`config.mk`:
```
export PLATFORM = sky130hd
export DESIGN_NAME = fwgpio_reg_arbiter
export DESIGN_NICKNAME = d
export VERILOG_FILES = /design/src/rtl/fwgpio_reg_arbiter.sv
export SDC_FILE = /design/constraint.sdc
export NUM_CORES = 1
export LEC_CHECK = 0
export ABC_CLOCK_PERIOD_IN_PS = 2600
export CAP_MARGIN = 20
export CORE_MARGIN = 8
export CORE_UTILIZATION = 33
export DETAILED_ROUTE_END_ITERATION = 12
export GPL_TIMING_DRIVEN = 0
export PLACE_DENSITY = 0.83
export RECOVER_POWER = 25
export SLEW_MARGIN = 5
export SYNTH_ARGS = -nofsm -noshare
export SYNTH_HDL_FRONTEND = slang
export SYNTH_SLANG_ARGS = --single-unit
```
`constraint.sdc`:
```
create_clock -name clock -period 2.6 [get_ports clock]
set_input_delay 0.65 -clock clock [delete_from_list [all_inputs] [get_ports clock]]
set_output_delay 0.65 -clock clock [all_outputs]
set_load 0.02 [all_outputs]
```
`src/rtl/fwgpio_reg_arbiter.sv`:
```
// fwgpio_reg_arbiter: N_REQ-way round-robin arbiter in front of one fwgpio register port.
// Latency: grant is combinational in IDLE, the target request follows one cycle later,
//          and the response is passed through combinationally in the cycle the target returns it.
// Backpressure: t_ready low holds ISSUE with stable fields. i_ready stays low while a
//               transaction is outstanding. A silent target is cut off after TIMEOUT cycles.
//
// Ports:
//   clock, reset      sole clock; synchronous active-high reset
//   i_adr/i_dat_w     per-requester address / write data, requester k in slice k
//   i_we/i_valid      per-requester write enable / request valid
//   i_ready           one-hot accept strobe (IDLE only)
//   i_dat_r           shared response data (zero unless a normal completion)
//   i_rsp_valid       one-hot response strobe to the granted requester
//   i_rsp_err         response is a timeout, qualified by i_rsp_valid
//   t_adr/t_dat_w/t_we latched request fields to the register port
//   t_valid/t_ready   target request handshake
//   t_dat_r/t_rsp_valid target response
module fwgpio_reg_arbiter #(
  parameter int N_REQ     = 2,
  parameter int ADR_WIDTH = 4,
  parameter int DAT_WIDTH = 32,
  parameter int TIMEOUT   = 16
) (
  input  logic                           clock,
  input  logic                           reset,
  // requester side
  input  logic [N_REQ*ADR_WIDTH-1:0]     i_adr,
  input  logic [N_REQ*DAT_WIDTH-1:0]     i_dat_w,
  input  logic [N_REQ-1:0]               i_we,
  input  logic [N_REQ-1:0]               i_valid,
  output logic [N_REQ-1:0]               i_ready,
  output logic [DAT_WIDTH-1:0]           i_dat_r,
  output logic [N_REQ-1:0]               i_rsp_valid,
  output logic                           i_rsp_err,
  // target side
  output logic [ADR_WIDTH-1:0]           t_adr,
  output logic [DAT_WIDTH-1:0]           t_dat_w,
  output logic                           t_we,
  output logic                           t_valid,
  input  logic                           t_ready,
  input  logic [DAT_WIDTH-1:0]           t_dat_r,
  input  logic                           t_rsp_valid
);

  localparam int GW = (N_REQ > 1) ? $clog2(N_REQ) : 1;
  // Counter holds (cycles waited - 1); TIMEOUT is at most 255 so 8 bits suffice.
  localparam logic [7:0] CNT_LAST = 8'(TIMEOUT - 1);
  localparam logic [GW-1:0] LAST_RST = GW'(N_REQ - 1);

  typedef enum logic [1:0] {
    S_IDLE,
    S_ISSUE,
    S_WAIT_RSP
  } state_t;

  state_t                r_state;
  state_t                w_state_nxt;
  logic [GW-1:0]         r_gnt;
  logic [GW-1:0]         r_last;
  logic [7:0]            r_cnt;
  logic [ADR_WIDTH-1:0]  r_adr;
  logic [DAT_WIDTH-1:0]  r_dat_w;
  logic                  r_we;

  logic                  w_any;
  logic [GW-1:0]         w_pick;
  logic                  w_accept;
  logic                  w_done;
  logic                  w_tmo;

  // Round-robin search starting one past the last completed grant. The
  // candidate index is wrapped by a single subtraction so N_REQ need not be
  // a power of two.
  always_comb begin
    int c;
    c      = 0;
    w_any  = 1'b0;
    w_pick = '0;
    for (int k = 1; k <= N_REQ; k++) begin
      c = int'(r_last) + k;
      if (c >= N_REQ) begin
        c = c - N_REQ;
      end
      if (!w_any && i_valid[c]) begin
        w_any  = 1'b1;
        w_pick = GW'(c);
      end
    end
  end

  // Next state and all handshake outputs. Everything is forced quiet while
  // reset is high so an abandoned transaction never produces a strobe.
  always_comb begin
    w_state_nxt = r_state;
    i_ready     = '0;
    i_rsp_valid = '0;
    i_rsp_err   = 1'b0;
    i_dat_r     = '0;
    t_valid     = 1'b0;
    w_accept    = 1'b0;
    w_done      = 1'b0;
    w_tmo       = 1'b0;

    if (!reset) begin
      case (r_state)
        S_IDLE: begin
          // t_rsp_valid is deliberately ignored here (late or stray responses).
          if (w_any) begin
            i_ready[w_pick] = 1'b1;
            w_state_nxt     = S_ISSUE;
          end
        end
        S_ISSUE: begin
          t_valid = 1'b1;
          if (t_ready) begin
            w_accept = 1'b1;
            if (t_rsp_valid) begin
              w_done      = 1'b1;
              w_state_nxt = S_IDLE;
            end else begin
              w_state_nxt = S_WAIT_RSP;
            end
          end
        end
        S_WAIT_RSP: begin
          // A real response wins over a timeout landing in the same cycle.
          if (t_rsp_valid) begin
            w_done      = 1'b1;
            w_state_nxt = S_IDLE;
          end else if (r_cnt == CNT_LAST) begin
            w_tmo       = 1'b1;
            w_state_nxt = S_IDLE;
          end
        end
        default: begin
          w_state_nxt = S_IDLE;
        end
      endcase
    end

    if (w_done) begin
      i_rsp_valid[r_gnt] = 1'b1;
      i_dat_r            = t_dat_r;
    end
    if (w_tmo) begin
      i_rsp_valid[r_gnt] = 1'b1;
      i_rsp_err          = 1'b1;
    end
  end

  always_ff @(posedge clock) begin
    if (reset) begin
      r_state <= S_IDLE;
      r_gnt   <= '0;
      r_last  <= LAST_RST;
      r_cnt   <= '0;
      r_adr   <= '0;
      r_dat_w <= '0;
      r_we    <= 1'b0;
    end else begin
      r_state <= w_state_nxt;

      if (r_state == S_IDLE && w_any) begin
        r_gnt   <= w_pick;
        r_adr   <= i_adr[w_pick*ADR_WIDTH +: ADR_WIDTH];
        r_dat_w <= i_dat_w[w_pick*DAT_WIDTH +: DAT_WIDTH];
        r_we    <= i_we[w_pick];
      end

      if (w_accept) begin
        r_cnt <= '0;
      end else if (r_state == S_WAIT_RSP) begin
        r_cnt <= r_cnt + 8'd1;
      end

      // Fairness pointer advances only when a transaction actually finishes.
      if (w_done || w_tmo) begin
        r_last <= r_gnt;
      end
    end
  end

  // Request fields stay at their latched values outside ISSUE as well.
  assign t_adr   = r_adr;
  assign t_dat_w = r_dat_w;
  assign t_we    = r_we;

endmodule

```
==> metrics.yaml <==
outcome: "completed"
netlist.area_leader.share_pct: 43.0
synth_edf_count: 0
period_share_pct: 99.0
fin_skew_ns: 0.00863
path_class: "register to output pin"
drt-initial-drc-count: 80
synth.area.top_cells: "dfxtp_1 (43%), nand2_1 (14%), a22oi_1 (12%)"
syn_nets: 394
die_y_um: 99.2
tritoncts: "yes"
slew_headroom_pct: 67.6
endpoint_kind: "output pin"
crit_arrival_ns: 1.92
setup.worst_path.start_class: "register"
async_flop_share_pct: 0
drc: 0
num_antenna_cells: 0
root_buffer: "clkbuf_8"
netlist_instances: 276
cts_num_sinks: 49
final_nets: 591
die_area_um2: 9830
ios: 187
ir_drop_v: 0.000213
hold_viol: 0
fmax_ghz: 0.389
cts_buffer_depth: 2
drt-wirelength-per-cell_um: 16.7
htreeDepth: 2
maxCapViolCount: 0
hold_buffers: 0
drt-total-wl_mm: 9.24
numCtsBuffers: 5
viasPerCell: 4.85
grt_max_degree: 16
synth-main-ff-cell: "dfxtp_1"
slew_violations: 0
grt_pass1_vias: 2936
critPathMaxFanout: 3
tns_ns: 0
place_congestion: 0.823
power.density_nw_per_um2: 509
setup_violations: 0
tightest_slew_ns: 0.487
syn_area_um2: 2280
port_buffers: 185
yosysSeqAreaShare_pct: 43.0
post-route-min-period_ns: 2.57
rows: 30
synth_top_area_cell: "dfxtp_1"
die_w_um: 99.2
fin_util_pct: 63.4
fin_area_um2: 4290
hp-class: "register to register"
vias: 2688
start_util_pct: 33.8
path_cells: "ha_4, or4b_4, nor4_4, o21a_2, buf_6"
gr-total-overflow: 0
ys_ff_latch: 49
antenna_found_initial: 0
grt.total_usage_pct: 18.5
clk_pin_slew_worst_paths_ns: 0.09
yosys.cell_types.count: 33
yosysWarnings: 0
drive_above_1_share_pct: 15.6
crit_path_top_delay_cell: "or4b_4"
critPathRequiredTime_ns: 1.95
cpPeakStageDelay_ns: 0.47
postPlaceCellArea_um2: 4230
clock_latency_ns: 0.30
rsz0062_at_grt: "yes"
whs_ns: 0.475
dpl.hpwl_mm: 7.57
grt_pass1_wl_mm: 14.7
syn_area_per_cell_um2: 8.27
ant_nets: 0
coreArea_um2: 6760
area_growth_syn_to_layout_pct: 87.8
cellLeakagePower_nw: 1.90
first_pass_iters: 4
power by group:
| group | leakage (nW) | total (mW) | internal, mW | switching (mW) |
|---|---|---|---|---|
| sequential | 0.405 | 0.912 | 0.856 | 0.0557 |
| clock | 0.0439 | 0.442 | 0.186 | 0.256 |
| combinational | 1.45 | 0.828 | 0.429 | 0.399 |
| total | 1.90 | 2.18 | 1.47 | 0.711 |
area by class of cell:
class                      instances  area [um^2]
clock buffer                       5         68.8
buffer                            15         76.3
inverter                           4         15.0
timing repair buffer             192         1780
sequential                        49          990
multi-input combinational        206         1240
fill                             570         2470
tap                               80          100
clock inverter                     3         17.5
sequential cells by signal (all words and copies together) (netlist names):
name,count
r_cnt,8
r_state,2
t_adr,4
t_we,1
r_last,1
r_gnt,1
t_dat_w,32
per-layer routing:
metal  track usage, %  share of wire, %
met3             9.92                13
met2             33.1                50
met4             5.12               1.7
met5                0                 0
met1             18.1                36
what timing repair did:
item                       in CTS  in global routing
setup endpoints to repair      37                 37
setup buffers                   5                  2
resized for setup             171                 17
pin swaps                       5                  3
worst max-delay path: cells and delay by family, from the launching register on:
family                     cells  cell delay (ns)
and+or+nand+nor                2             0.79
DFF                            1             0.38
AOI/OAI and AO/OA              1             0.20
adders and majority gates      1             0.13
buffers and inverters          1             0.12
final timing paths:
kind / cells past startpoint / endpoint / slack [ns] / from
min reg2reg: 2 / t_dat_w[4]$_SDFFE_PP0P_ / 0.48 / t_dat_w[4]$_SDFFE_PP0P_
max reg2reg: 8 / t_dat_w[14]$_SDFFE_PP0P_ / 0.53 / r_state[1]$_SDFFE_PP0P_
max: 5 / i_rsp_valid[1] / 0.03 / r_cnt[0]$_SDFFE_PP0N_
min: 2 / t_dat_w[4]$_SDFFE_PP0P_ / 0.48 / t_dat_w[4]$_SDFFE_PP0P_
kinds of logic (layout without fill, tap and decap cells):
logic type                 after synthesis  count (layout)  synth area share [%]
AOI/OAI and AO/OA                       53              53                  17.7
xor gates and xnor gates                 4               4                  1.54
adders and majority gates                6               6                  3.29
buffers and inverters                   21             219                  3.67
DFF                                     49              49                  43.0
muxes                                    1               1                 0.439
and+or+nand+nor                        142             142                  30.4
metrics by stage:
step	total power, mW	std cells	setup slack [ns]
floorplan	1.30	276	0.0480
global placement	1.75	541	-0.741
detailed placement	1.77	541	-0.845
CTS	2.22	552	0.00221
global route	2.31	554	-0.0530
finish	2.18	554	0.0268
Yosys cell counts, drive strengths merged (2+ instances only):
master and count:
a211o 2, buf 5, clkbuf 12, nor2b 3, or3 3, nor2 9
and2 32, inv 4, and3 4, o21a 2, ha 6, o21ai 3
nand4 2, dfxtp 49, nand2 83, a21oi 5, xor2 3, a22oi 37
placed cells by master (no fill, tap or decap), types with 7 or more instances in the layout:
master | synthesis | routed
and2_1 | 32 | 32
nor2_1 | 8 | 8
dlygate4sd3_1 | 0 | 7
clkbuf_1 | 12 | 7
nand2_1 | 83 | 83
buf_4 | 0 | 19
dfxtp_1 | 49 | 46
a22oi_1 | 37 | 37
buf_2 | 4 | 21
clkdlybuf4s50_1 | 0 | 139
(Power assumes the default switching activity.)
